## config.mk

```make
export PLATFORM = sky130hd
export DESIGN_NAME = load_store_unit
export DESIGN_NICKNAME = d
export VERILOG_FILES = /design/src/rtl/load_store_unit.sv
export SDC_FILE = /design/constraint.sdc
export NUM_CORES = 1
export LEC_CHECK = 0
export BUFFER_PORTS_ARGS = -buffer_cell sky130_fd_sc_hd__buf_2
export CAP_MARGIN = 10
export CORE_UTILIZATION = 53
export CTS_CLUSTER_SIZE = 10
export DETAILED_ROUTE_END_ITERATION = 10
export GPL_TIMING_DRIVEN = 0
export PLACE_DENSITY = 0.85
export SYNTH_ARGS = -nofsm -noshare
export SYNTH_HDL_FRONTEND = slang
export SYNTH_SLANG_ARGS = --single-unit
```

## constraint.sdc

```tcl
create_clock -name clk -period 4.9 [get_ports clk]
set_clock_uncertainty 0.2 [all_clocks]
set_input_delay 0.49 -clock clk [delete_from_list [all_inputs] [get_ports clk]]
set_output_delay 0.49 -clock clk [all_outputs]
set_load 0.05 [all_outputs]
```

## src/rtl/load_store_unit.sv

```systemverilog
// Memory-stage load/store engine: accepts one decoded memory op at a time, runs the
// data-bus request/grant/response handshake, steers byte lanes and extends load data.
module load_store_unit (
  input  logic        clk,
  input  logic        rst_n,
  input  logic        ex_valid,
  input  logic        ex_is_load,
  input  logic        ex_is_store,
  input  logic [2:0]  ex_funct3,
  input  logic [31:0] ex_addr,
  input  logic [31:0] ex_wdata,
  input  logic [4:0]  ex_rd,
  output logic        ex_ready,
  output logic        lsu_busy,
  input  logic        flush,
  output logic        mem_req,
  output logic        mem_we,
  output logic [31:0] mem_addr,
  output logic [3:0]  mem_wstrb,
  output logic [31:0] mem_wdata,
  input  logic        mem_gnt,
  input  logic        mem_rvalid,
  input  logic [31:0] mem_rdata,
  output logic        wb_valid,
  output logic [4:0]  wb_rd,
  output logic [31:0] wb_data,
  output logic        misalign_err,
  output logic [31:0] err_addr
);

  typedef enum logic [1:0] {IDLE, REQ, WAIT_R} state_t;

  state_t      state, state_next;
  logic        op_is_load;
  logic        discard, discard_d;
  logic [2:0]  ld_funct3;
  logic [1:0]  ld_offset;
  logic [4:0]  op_rd;
  logic        req_d, busy_d, wb_valid_d;

  // Accept-time decode: flush in IDLE suppresses both the accept and the fault.
  logic accept_cycle, op_one_hot, funct3_ok, aligned, op_legal, accept, fault;
  assign accept_cycle = (state == IDLE) & ex_valid & ~flush;
  assign op_one_hot   = ex_is_load ^ ex_is_store;
  assign funct3_ok    = ex_is_store ? (ex_funct3 inside {3'b000, 3'b001, 3'b010})
                                    : (ex_funct3 inside {3'b000, 3'b001, 3'b010, 3'b100, 3'b101});
  assign aligned      = (ex_funct3[1:0] == 2'b01) ? ~ex_addr[0] :
                        (ex_funct3[1:0] == 2'b10) ? (ex_addr[1:0] == 2'b00) : 1'b1;
  assign op_legal     = op_one_hot & funct3_ok & aligned;
  assign accept       = accept_cycle & op_legal;
  assign fault        = accept_cycle & ~op_legal;

  assign ex_ready = (state == IDLE);

  logic [3:0]  st_wstrb;
  logic [31:0] st_wdata;
  logic [7:0]  rd_byte;
  logic [15:0] rd_half;
  logic [31:0] load_result;

  // NOTE: every signal assigned in always_comb gets a default first so no latch is inferred.
  always_comb begin
    st_wstrb = 4'b1111;
    st_wdata = ex_wdata;
    case (ex_funct3[1:0])
      2'b00: begin
        st_wstrb = 4'b0001 << ex_addr[1:0];
        st_wdata = {4{ex_wdata[7:0]}};
      end
      2'b01: begin
        st_wstrb = ex_addr[1] ? 4'b1100 : 4'b0011;
        st_wdata = {2{ex_wdata[15:0]}};
      end
      default: ;
    endcase
  end

  always_comb begin
    rd_byte     = mem_rdata[{ld_offset, 3'b000} +: 8];
    rd_half     = mem_rdata[{ld_offset[1], 4'b0000} +: 16];
    load_result = mem_rdata;
    case (ld_funct3)
      3'b000:  load_result = {{24{rd_byte[7]}}, rd_byte};
      3'b100:  load_result = {24'h0, rd_byte};
      3'b001:  load_result = {{16{rd_half[15]}}, rd_half};
      3'b101:  load_result = {16'h0, rd_half};
      default: ;
    endcase
  end

  // NOTE: sequential state uses non-blocking assignments so every flop samples pre-edge values.
  always_ff @(posedge clk or negedge rst_n) begin
    if (!rst_n) state <= IDLE;
    else        state <= state_next;
  end

  always_comb begin
    state_next = state;
    case (state)
      IDLE:   if (accept) state_next = REQ;
      REQ:    if (mem_gnt) state_next = op_is_load ? WAIT_R : IDLE;
              else if (flush) state_next = IDLE;
      WAIT_R: if (mem_rvalid) state_next = IDLE;
      default: state_next = IDLE;
    endcase
  end

  // A grant seen together with flush still commits the bus transfer; only the load writeback is dropped.
  always_comb begin
    req_d      = (state_next == REQ);
    busy_d     = (state_next != IDLE);
    wb_valid_d = (state == WAIT_R) & mem_rvalid & ~discard & ~flush;
    discard_d  = discard;
    if (accept)
      discard_d = 1'b0;
    else if (flush & (((state == REQ) & mem_gnt & op_is_load) | (state == WAIT_R)))
      discard_d = 1'b1;
  end

  always_ff @(posedge clk or negedge rst_n) begin
    if (!rst_n) begin
      mem_req      <= 1'b0;
      mem_we       <= 1'b0;
      mem_addr     <= '0;
      mem_wstrb    <= '0;
      mem_wdata    <= '0;
      lsu_busy     <= 1'b0;
      wb_valid     <= 1'b0;
      wb_rd        <= '0;
      wb_data      <= '0;
      misalign_err <= 1'b0;
      err_addr     <= '0;
      discard      <= 1'b0;
      op_is_load   <= 1'b0;
      ld_funct3    <= '0;
      ld_offset    <= '0;
      op_rd        <= '0;
    end else begin
      mem_req      <= req_d;
      lsu_busy     <= busy_d;
      wb_valid     <= wb_valid_d;
      misalign_err <= fault;
      discard      <= discard_d;
      if (accept) begin
        mem_we     <= ex_is_store;
        mem_addr   <= {ex_addr[31:2], 2'b00};
        mem_wstrb  <= ex_is_store ? st_wstrb : 4'b0000;
        mem_wdata  <= ex_is_store ? st_wdata : 32'h0;
        op_is_load <= ex_is_load;
        ld_funct3  <= ex_funct3;
        ld_offset  <= ex_addr[1:0];
        op_rd      <= ex_rd;
      end
      if (fault)
        err_addr <= ex_addr;
      if (wb_valid_d) begin
        wb_data <= load_result;
        wb_rd   <= op_rd;
      end
    end
  end

endmodule
```

* Yosys cells after proc, flatten, opt, wreduce, memory -nomap -nowiden
Index checks and enable logic that the tools add are counted.
** Word-level totals
- Flip-flop bits (word level) :: 154
- Input port bits :: 112
- Output and inout port bits :: 143
- Logic and storage cells :: 76
** Cells by class
- Equality and inequality tests :: 12
- Shift operators :: 3
- Mux-type cells :: 17
- Bitwise logic cells :: 18
- Reductions and logical operators :: 9
** Operators by type and width (number)
- $pmux 32 s4 :: 1
- $pmux 32 s2 :: 1
- $mux 32 :: 1
- $shiftx 32x6->16 :: 1
- $shiftx 32x6->8 :: 1
- $and 1x1->1 :: 12
- $eq 3x3->1 const B :: 4
- $mux 2 :: 5
- $mux 4 :: 2
- $pmux 4 s2 :: 1
- $eq 2x1->1 const B :: 3
- $eq 3x1->1 const B :: 2
- $logic_not 2->1 :: 3
- $logic_not 3->1 :: 2
- $pmux 2 s3 :: 1
- $mux 1 :: 5
- $reduce_bool 5->1 :: 1
- $eq 2x2->1 const B :: 2
- $not 1->1 :: 4
- $reduce_bool 2->1 :: 2
- $shl 1x2->4 const A :: 1
- $eq 3x2->1 const B :: 1
- $reduce_bool 3->1 :: 1
- $or 1x1->1 :: 1
- $xor 1x1->1 :: 1

* Depth between registers and ports, before layout
Gate-level depths: netlist (run 1).
- Depth after elaboration :: 9
- Mapped depth :: 7

* Least setup slack after synthesis (run 1)
Ideal clock, no wire load.
- Kind :: input -> register
- Start point :: input ex_funct3[0]
- End point :: register err_addr[10]
- Library setup time :: 125 ps
- Arrival :: 1711 ps
- Path slack :: 2865 ps
- Stages :: 5
- Path buffers :: 1
- Cell sequence :: nor4_1 > o22ai_1 > nand2_1 > buf_2 > mux2_2
** Between the ends
- Word-level cells in the longest chain between the ends :: 7
- Elaborated cells on any way between the ends :: 16
- Those cells by class :: 6 x eq/ne; 3 x mux; 4 x bitwise; 3 x reduce/logical
** RTL lines
- start: declaration :: RTL line 9 : input logic [2:0] ex_funct3,
- $eq 3x1->1, or another cell as far along :: RTL line 45, 46
- $reduce_bool 5->1 or $reduce_bool 3->1 (tied branches) :: RTL line 46, 45
- $mux 1 :: RTL line 45 : assign funct3_ok = ex_is_store ? (ex_funct3 inside {3'b000, 3'b001, 3'b010})
- $and 1x1->1 :: RTL line 49 : assign op_legal = op_one_hot & funct3_ok & aligned;
- $and 1x1->1 * :: RTL line 49
- $not 1->1 * :: RTL line 51 : assign fault = accept_cycle & ~op_legal;
- $and 1x1->1 * :: RTL line 51
- end signal: assignment :: RTL line 155 : err_addr <= ex_addr;
- end: declaration :: RTL line 28 : output logic [31:0] err_addr
Every way passes the cells marked *; elsewhere a longest branch is shown, timed or not.
A chain may end at the register's enable or synchronous reset.

* Final worst setup path (run 1)
- Start point :: register state[1]
- End point :: register mem_wdata[30]
** Between the ends
- Word-level cells in the longest chain between the ends :: 4
** RTL lines
- start: declaration :: RTL line 33 : state_t state, state_next;
- start signal: assignment :: RTL line 94 : else state <= state_next;
- $logic_not 2->1 :: RTL line 43 : assign accept_cycle = (state == IDLE) & ex_valid & ~flush;
- $and 1x1->1 (2 in a row) :: RTL line 43
- $and 1x1->1 :: RTL line 50 : assign accept = accept_cycle & op_legal;
- end signal: assignment :: RTL line 148 : mem_wdata <= ex_is_store ? st_wdata : 32'h0;
- end: declaration :: RTL line 20 : output logic [31:0] mem_wdata,
No other way between the ends.

==> results of run 1 <==
[how the worst min path moves through the flow]
stage / start / end / slack (ns) / depth (start not counted)
CTS: mem_gnt / mem_req / 0.07 / 2
detailed placement: op_rd[4] / wb_rd[4] / 0.26 / 2
global route: mem_gnt / mem_req / 0.07 / 2
floorplan: rst_n / discard / -0.006 / 0
global placement: op_rd[3] / wb_rd[3] / 0.24 / 2
finish: mem_gnt / mem_req / 0.08 / 2
[cell families (layout without fill, tap and decap cells)]
kind of cell | Yosys count | after routing
buffers and inverters | 45 | 331
other | 1 | 2
AND/OR/NAND/NOR | 194 | 194
AO/OA/AOI/OAI | 111 | 111
flip-flops | 154 | 154
multiplexers | 107 | 107
[flip-flops by register name, indices dropped and copies added, names as in the netlist, 2 cells and up]
| signal | flops |
|---|---|
| wb_rd | 5 |
| mem_wdata | 32 |
| wb_data | 32 |
| ld_funct3 | 3 |
| mem_wstrb | 4 |
| op_rd | 5 |
| mem_addr | 30 |
| ld_offset | 2 |
| state | 2 |
| err_addr | 32 |
[cells in the final DEF (no fill, tap or decap), types with 2 or more instances in the layout]
master | synthesis | routed
buf_1 | 3 | 3
conb_1 | 1 | 2
dfrtp_1 | 154 | 154
nor2_1 | 39 | 39
o22ai_1 | 3 | 3
a21oi_1 | 33 | 33
clkinv_4 | 0 | 2
inv_6 | 0 | 4
clkbuf_8 | 0 | 2
inv_1 | 4 | 4
a221oi_1 | 8 | 8
a21o_1 | 5 | 5
clkinvlp_4 | 0 | 3
o41ai_1 | 2 | 2
nor2b_1 | 13 | 13
clkbuf_1 | 22 | 24
a21boi_0 | 2 | 2
o21bai_1 | 2 | 2
mux2i_1 | 13 | 13
nand2_1 | 122 | 122
mux2_2 | 94 | 94
nand2b_1 | 5 | 5
clkbuf_16 | 0 | 17
nand3_1 | 5 | 5
buf_4 | 3 | 3
buf_2 | 12 | 263
o21ai_0 | 51 | 51
[through the flow]
stage	instance area [sq um]	cells	worst slack [ns]	power, W
6_report	8810	1067	2.35	0.00480
5_1_grt	8810	1067	2.09	0.00500
4_1_cts	8810	1067	2.31	0.00482
3_5_place_dp	8230	1034	2.17	0.00356
3_3_place_gp	8190	1033	0.925	0.00352
2_1_floorplan	6720	613	2.86	0.00307
[timing repair]
| action | CTS | global route |
|---|---|---|
| hold buffers | 1 | 0 |
| hold endpoints to repair | 77 | 0 |
| setup buffers | 0 | 0 |
[final cells by class]
class / instances / area (sq um)
flip-flops and latches: 154 / 3850
fillers: 884 / 3360
multi-input cells: 414 / 2670
repair buffers: 254 / 1310
clock buffers: 21 / 460
well taps: 168 / 210
plain buffers: 40 / 176
clock inverters: 11 / 110
inverters: 5 / 18.8
[metal layers]
metal,global-route usage,share of wire,vias to the layer above
li1,-,-,2643
met1,0.346,0.41,2662
met2,0.478,0.50,221
met3,0.0762,0.071,37
met4,0.116,0.027,0
met5,0,0,-
[power breakdown]
| part | switching, W | internal [W] |
|---|---|---|
| Combinational | 0.00136 | 0.000476 |
| Clock | 0.000521 | 0.000732 |
| Sequential | 0.000152 | 0.00156 |
| Total | 0.00203 | 0.00277 |
==> flow_summary.toml, run 1 <==
[placed_design]
portBuffers = 252
dpl.hpwl_um = 13300
gp_congestion = 0.911

[sta]
timing.final.crit_period_ns = 2.55
setup-tns-final_ns = 0
rsz0062_at_grt = "no"
finalSetupViolCount = 0
final_hold_viol_count = 0
fmax_ghz = 0.391
period_share = 0.521
worst-slew-pin-transition_ns = 0.728
drv_slew = 0
holdWs_ns = 0.0838
relSlewSlack = 0.514

[setup_path]
reg2reg_from = "state[1]"
crit_slowest_cell = "nor4b_1"
crit_buf_inv = 2
crit_fanout = 10
critPathCapture = "mem_wdata[30]"
worstPathArrival_ns = 2.64
rr_worst_depth = 6
startpoint_type = "register"
worstPathCellList = "nor4b_1 -> o221ai_2 -> buf_2 -> clkbuf_1 -> nand2_1 -> o21ai_0"
end_kind = "register"
cp_top_family = "simple AND/OR/NAND/NOR gates"
slowest_delay_ns = 0.57
crit_type = "reg2reg"
required_ns = 4.98
cp.depth = 6
worstReg2RegEnd = "mem_wdata[30]"
crit_path_start = "state[1]"
rrSetupSlack_ns = 2.35

[synth]
synth.most_common_cell = "dfrtp_1"
syn_inst = 612
synthSimpleGateAreaFrac = 0.121
synth_adder_area_share = 0
synth_edf_count = 0
async_flop_share = 1.00
synth_xor_area_frac = 0
synth_mux_area_frac = 0.177
seq_area_frac_synth = 0.574
synth_ff_type = "dfrtp_1"
yosys-top-cells-count = "dfrtp_1 (154), nand2_1 (122), mux2_2 (94), o21ai_0 (51), nor2_1 (39)"
syn_area_sq_um = 6720
synth_top_cell_by_area = "dfrtp_1"
yosys.area.top_type_share = 0.574
synth_seq_cells = 154
syn_avg_cell_area_sq_um = 11.0
yosysWarnings = 0
synth_area_leaders = "dfrtp_1 (57%), mux2_2 (16%), nand2_1 (6.8%)"
synth_top_family_by_area = "multiplexers"
synth_compound_area_frac = 0.0982
ys_types = 38

[global_routing]
grt_antenna_before_repair = 0
grt.total_usage = 0.283
globalRouteOverflowTotal = 0
grt_max_degree = 79
grt_pass1_vias = 5647
grt_first_pass_wirelength_um = 28000

[routing]
drt_wl_total_um = 17600
dr.pass1.iters = 7
avgRoutedWirePerCell_um = 16.5
drtAntennaViolNets = 0
viasPerCell = 5.21
drcViolationCount = 0
drt_iter0_drc = 415
vias = 5563

[power]
power_density_nw_per_um2 = 545
total_leakage_power_nw = 4.47
ir_drop_mv = 0.406

[layout]
area_growth_syn_to_layout_pct = 31.1
fin_nets = 998
antenna_cells = 0
drive_gt1_frac = 0.442
fin_util = 0.724

[die]
die_w_um = 115
die_h_um = 115
pin_count = 255
rows = 40
core_sq_um = 12200
dieArea_sq_um = 13100
start_util = 0.552

[run_status]
outcome = "finished clean"

[clocking]
cts_tree = "yes"
insertion_delay_ns = 0.42
numCtsBuffers = 17
ctsResizeCount = 0
cts.clk_slew.worst_paths_ns = 0.06
h-tree-depth = 4
cts_root_buf = "clkbuf_16"
clock_sinks = 154
clk_path_buf_depth = 2

[flow_run]
max_cap_violations = 0

[worst_hold_path]
hold_class = "in2reg"
Note: power is estimated with default switching activity, not from simulation.
==> run 2: changes to the inputs <==
--- a/config.mk
+++ b/config.mk
@@ -5,13 +5,14 @@
 export SDC_FILE = /design/constraint.sdc
 export NUM_CORES = 1
 export LEC_CHECK = 0
+export ABC_AREA = 1
 export BUFFER_PORTS_ARGS = -buffer_cell sky130_fd_sc_hd__buf_2
 export CAP_MARGIN = 10
-export CORE_UTILIZATION = 53
+export CORE_UTILIZATION = 51
 export CTS_CLUSTER_SIZE = 10
 export DETAILED_ROUTE_END_ITERATION = 10
 export GPL_TIMING_DRIVEN = 0
-export PLACE_DENSITY = 0.85
+export PLACE_DENSITY = 0.81
 export SYNTH_ARGS = -nofsm -noshare
 export SYNTH_HDL_FRONTEND = slang
 export SYNTH_SLANG_ARGS = --single-unit
==> constraint.sdc (replaced) <==
create_clock -name clk -period 2.5 [get_ports clk]
set_clock_uncertainty 0.2 [all_clocks]
set_input_delay 0.25 -clock clk [delete_from_list [all_inputs] [get_ports clk]]
set_output_delay 0.25 -clock clk [all_outputs]
set_load 0.05 [all_outputs]
==> run 2 against run 1 <==
Sequential share of layout area is 6.2 points lower. Worst hold slack worse by 0.082 ns. Synthesized area is 13% higher. Total power is 97% higher. Critical endpoint is now wb_data[3]. Largest cell class unchanged. Largest power group unchanged. Highest routed layer unchanged.
==> flow_summary.toml, run 2 <==
[global_routing]
grt.total_usage = 0.317
globalRouteOverflowTotal = 0
grt_antenna_before_repair = 0
grt_max_degree = 99
grt_pass1_vias = 7662
grt_first_pass_wirelength_um = 37200

[die]
die_h_um = 124
die_w_um = 124
pin_count = 255
core_sq_um = 14500
rows = 44
start_util = 0.522
dieArea_sq_um = 15300

[synth]
synth_top_cell_by_area = "dfrtp_1"
syn_area_sq_um = 7560
synth_edf_count = 0
synth_seq_cells = 154
synth_ff_type = "dfrtp_1"
synth.most_common_cell = "nand2_1"
async_flop_share = 1.00
yosys-top-cells-count = "nand2_1 (412), dfrtp_1 (154), nand3_1 (140), inv_1 (87), nor2_1 (51)"
seq_area_frac_synth = 0.510
syn_avg_cell_area_sq_um = 7.42
ys_types = 27
yosys.area.top_type_share = 0.510
syn_inst = 1018
yosysWarnings = 0
synth_area_leaders = "dfrtp_1 (51%), nand2_1 (20%), nand3_1 (9.3%)"

[worst_hold_path]
min_to = "wb_data[14]"
hold_class = "in2reg"
min_from = "mem_rdata[14]"
hold_depth = 5

[sta]
finalSetupViolCount = 0
fmax_ghz = 0.443
drv_slew = 0
timing.final.crit_period_ns = 2.26
rsz0062_at_grt = "no"
period_share = 0.902
fin_ws_ns = 0.244
final_hold_viol_count = 0
holdWs_ns = 0.00170
worst-slew-pin-transition_ns = 0.914
relSlewSlack = 0.391

[clocking]
cts_root_buf = "clkbuf_16"
clk_path_buf_depth = 2
h-tree-depth = 4
postCtsSetupBuffers = 0
cts_tree = "yes"
numCtsBuffers = 17
ctsResizeCount = 0
insertion_delay_ns = 0.43
clock_sinks = 154
cts.clk_slew.worst_paths_ns = 0.07

[setup_path]
worstReg2RegEnd = "wb_data[3]"
worstPathArrival_ns = 2.38
worst_path_most_repeated_cell = "nand2_1"
startpoint_type = "register"
crit_type = "reg2reg"
reg2reg_from = "ld_offset[1]"
cp_top_family = "buffers and inverters"
rr_worst_depth = 7
slowest_delay_ns = 0.57
end_kind = "register"
crit_slowest_cell = "dlygate4sd3_1"
rrSetupSlack_ns = 0.24
crit_buf_inv = 2
worstPathCellList = "clkbuf_1 -> nand2_1 -> o22ai_1 -> dlygate4sd3_1 -> nand2_1 -> nand3_1 -> nand2_1"
crit_fanout = 10
required_ns = 2.62

[layout]
mostFrequentLayoutCells = "nand2_1 (412), buf_2 (285), dfrtp_1 (154)"
reg_top3 = "err_addr x32, mem_wdata x32, wb_data x32"
fin_nets = 1465
area_growth_syn_to_layout_pct = 35.7
fin_util = 0.708
antenna_cells = 0
layout_commonest_cell = "nand2_1"
drive_gt1_frac = 0.260

[placed_design]
gp_congestion = 0.934
pre_cts_ws_ns = 0.496
dpl.hpwl_um = 16400
portBuffers = 252

[flow_run]
max_cap_violations = 0

[routing]
drcViolationCount = 0
drt_wl_total_um = 23900
viasPerCell = 5.25
drtAntennaViolNets = 0
dr.pass1.iters = 6
avgRoutedWirePerCell_um = 15.4
vias = 8141
drt_iter0_drc = 686

[power]
ir_drop_mv = 0.672
total_leakage_power_nw = 6.17
power_density_nw_per_um2 = 919

[run_status]
outcome = "finished clean"
run 2: cell count changes in the layout (fill, tap and decap cells not counted), sizes merged, moves of 15 or more:
cell | before | now
dlygate4sd3 | 1 | 62
o21ai | 51 | 22
nand3 | 5 | 142
buf | 271 | 294
or2 | 1 | 16
nor2 | 39 | 55
inv | 9 | 98
nor3 | 0 | 16
nand2 | 122 | 414
mux2 | 94 | 0
run 2: worst reg2reg max path, delay by kind of cell (launching register included):
family                 cells  cell delay [ns]
and+or+nand+nor            4             0.41
DFF                        1             0.43
AOI/OAI and AO/OA          1             0.15
buffers and inverters      2             0.97
run 2: what timing repair did:
action | 4_1_cts | 5_1_grt
hold endpoints to repair | 190 | 0
hold buffers | 62 | 0
setup endpoints to repair | 0 | 0
run 2: layout make-up:
class,count,area (sq um)
repair buffers,315,1920
clock buffers,18,429
multi-input cells,710,3050
flip-flops and latches,154,3850
plain buffers,61,302
fillers,1125,4220
clock inverters,14,118
well taps,184,230
inverters,94,353
run 2: power breakdown:
part / leakage (nW) / switching, W / internal (W)
Clock: 0.265 / 0.00112 / 0.00129
Sequential: 2.00 / 0.000292 / 0.00300
Combinational: 3.90 / 0.00283 / 0.000895
run 2: cell families (layout without fill, tap and decap cells):
group | count (synthesis) | after routing | synth area share
compound gates | 56 | 56 | 0.0387
other cells | 1 | 2 | 0.000496
simple gates | 652 | 652 | 0.364
buf+inv | 155 | 502 | 0.0866
flops | 154 | 154 | 0.510
run 2: how the worst max path moves through the flow:
| stage | startpoint | end | slack [ns] | cells past startpoint |
|---|---|---|---|---|
| global placement | rst_n | mem_addr[14] | -1.33 | 1 |
| detailed placement | state[0] | mem_wdata[19] | 0.50 | 7 |
| floorplan | state[0] | mem_wdata[13] | 0.97 | 7 |
| finish | ld_offset[1] | wb_data[3] | 0.24 | 7 |
| global route | ld_offset[1] | wb_data[3] | 0.16 | 7 |
| CTS | ld_offset[1] | wb_data[3] | 0.31 | 7 |
run 2: stage by stage:
stage          power [W]  TNS, ns  cells  cell area [sq um]
2_1_floorplan    0.00594        0   1019               7560
3_5_place_dp     0.00692        0   1456               9090
5_1_grt          0.00989        0   1550              10300
6_report         0.00943        0   1550              10300
3_3_place_gp     0.00685  -202.43   1455               9050
4_1_cts          0.00941        0   1550              10300
run 2: layer usage:
layer,share of wire,GRT usage,routed length (um),up-vias
li1,-,-,-,3837
met1,0.40,0.393,9640,3774
met2,0.48,0.523,11300,447
met3,0.080,0.0797,1910,83
met4,0.041,0.142,969,0
met5,0,0,0,-
==> run 3: changes to the inputs <==
==> constraint.sdc (replaced) <==
create_clock -name clk -period 2.5 [get_ports clk]
set_clock_uncertainty 0.2 [all_clocks]
set_input_delay 0.375 -clock clk [delete_from_list [all_inputs] [get_ports clk]]
set_output_delay 0.375 -clock clk [all_outputs]
set_load 0.05 [all_outputs]
==> run 3 against run 2 <==
Die area stayed put. Sequential power about the same. Worst hold slack better by 0.0045 ns. Register-to-register slack better by 0.16 ns. Global-route usage shrank 1.0 points. Critical path depth unchanged. Total power decreased by 0.73%. Sequential share of layout area rose by 1.3 points. Utilization shrank 2.4 points. Via count is 2.7% lower. Fmax increased by 7.4%. Non-clock buffer count shrank 35. Critical path type unchanged.
==> flow_summary.toml, run 3 (synthesis results as in run 2) <==
[run_status]
outcome = "finished clean"

[global_routing]
grt_antenna_before_repair = 1
grt.total_usage = 0.307
globalRouteOverflowTotal = 0
grt_pass1_vias = 7413
grt_max_degree = 99
grt_first_pass_wirelength_um = 36000

[routing]
vias = 7920
met2_length_um = 11000
wl_met1_um = 9380
dr.pass1.iters = 6
drt_iter0_drc = 626
routed.top_layer = "met5"
viasPerCell = 5.23
wl_met3_um = 1910
drt_wl_total_um = 23100
avgRoutedWirePerCell_um = 15.3
drtAntennaViolNets = 0
drcViolationCount = 0

[flow_run]
max_cap_violations = 0

[setup_path]
worstPathArrival_ns = 2.27
required_ns = 2.67
crit_fanout = 10
startpoint_type = "register"
rr_worst_depth = 7
worstReg2RegEnd = "mem_addr[18]"
crit_type = "reg2reg"
rrSetupSlack_ns = 0.40
reg2reg_from = "state[0]"
end_kind = "register"

[power]
p_int_w = 0.00515
seqPwrFrac = 0.352
swShare = 0.449
total_leakage_power_nw = 6.02
comb_power_share = 0.391
p_clk_frac = 0.257
total_power_w = 0.00936
ir_drop_mv = 0.650
power_density_nw_per_um2 = 945
switching_power_w = 0.00421

[layout]
num-fill-cells = 1200
stdcell_count = 1515
fin_util = 0.684
layout_commonest_cell = "nand2_1"
reg_top3 = "err_addr x32, mem_wdata x32, wb_data x32"
mostFrequentLayoutCells = "nand2_1 (412), buf_2 (285), dfrtp_1 (154)"
antenna_cells = 0
fin_nets = 1430
drive_gt1_frac = 0.267
area_growth_syn_to_layout_pct = 31.0

[clocking]
clock_sinks = 154
ctsResizeCount = 0
h-tree-depth = 4
cts.clk_slew.worst_paths_ns = 0.07
cts_root_buf = "clkbuf_16"
insertion_delay_ns = 0.43
clk_path_buf_depth = 2
numCtsBuffers = 17
cts_tree = "yes"

[die]
die_h_um = 124
dieArea_sq_um = 15300
pin_count = 255
core_sq_um = 14500
rows = 44
die_w_um = 124
start_util = 0.522

[sta]
period_share = 0.840
fin_ws_ns = 0.400
finalSetupViolCount = 0
drv_slew = 0
timing.final.crit_period_ns = 2.10
relSlewSlack = 0.396
final_hold_viol_count = 0
rsz0062_at_grt = "no"
setup-tns-final_ns = 0
worst-slew-pin-transition_ns = 0.906
fmax_ghz = 0.476

[worst_hold_path]
hold_depth = 3
min_from = "ex_addr[8]"
hold_class = "in2reg"
min_to = "mem_addr[8]"

[placed_design]
pre_cts_ws_ns = 0.437
dpl.hpwl_um = 16400
gp_congestion = 0.934
place_inst = 1456
portBuffers = 252
-- run 3: metrics by stage --
stage,hold WS (ns),instance area [sq um]
2_1_floorplan,-0.121,7560
3_3_place_gp,0.250,9050
3_5_place_dp,0.253,9090
4_1_cts,0.00153,9900
5_1_grt,0.00753,9900
6_report,0.00616,9900
-- run 3: worst max-delay path by stage --
| stage | start | endpoint | slack (ns) | cells past startpoint |
|---|---|---|---|---|
| after floorplan | ex_funct3[0] | mem_wdata[13] | 0.95 | 7 |
| after global placement | rst_n | mem_addr[14] | -1.45 | 1 |
| after detailed placement | flush | mem_wdata[19] | 0.44 | 8 |
| after CTS | state[0] | mem_addr[18] | 0.47 | 7 |
| after global routing | state[1] | mem_addr[24] | 0.29 | 7 |
| final | state[0] | mem_addr[18] | 0.40 | 7 |
-- run 3: power groups by stage --
stage	clock network (W)	registers [W]	logic, W
CTS	0.00242	0.00329	0.00365
global placement	0	0.00331	0.00354
floorplan	0	0.00494	0.000991
finish	0.00241	0.00329	0.00366
global route	0.00253	0.00336	0.00393
detailed placement	0	0.00332	0.00360
-- run 3: final cells by class --
class / instances / area (sq um) / share of cell area
clock inverter: 14 / 118 / 0.0119
buffer: 61 / 302 / 0.0304
timing repair buffer: 280 / 1570 / 0.158
sequential: 154 / 3850 / 0.389
clock buffer: 18 / 429 / 0.0433
tap: 184 / 230 / 0.0232
inverter: 94 / 353 / 0.0356
multi-input combinational: 710 / 3050 / 0.308
-- run 3: what timing repair did --
item | 4_1_cts | 5_1_grt
setup buffers | 0 | 0
endpoints found under the hold margin | 135 | 0
endpoints found under the setup margin | 0 | 0
hold buffers | 27 | 0
-- run 3: critical path, cell delays in order, from the launching register on --
cell and delay, ns:
dfrtp_1 0.37, inv_1 0.10, nand2_1 0.11, nor2_2 0.23, buf_2 0.30, clkbuf_1 0.45, nand3_1 0.18, nand2_1 0.12
-- run 3: layer usage --
layer / track usage / up-vias
met1: 0.381 / 3700
met4: 0.129 / 2
met3: 0.0783 / 71
li1: - / 3762
met5: 0 / -
met2: 0.507 / 385
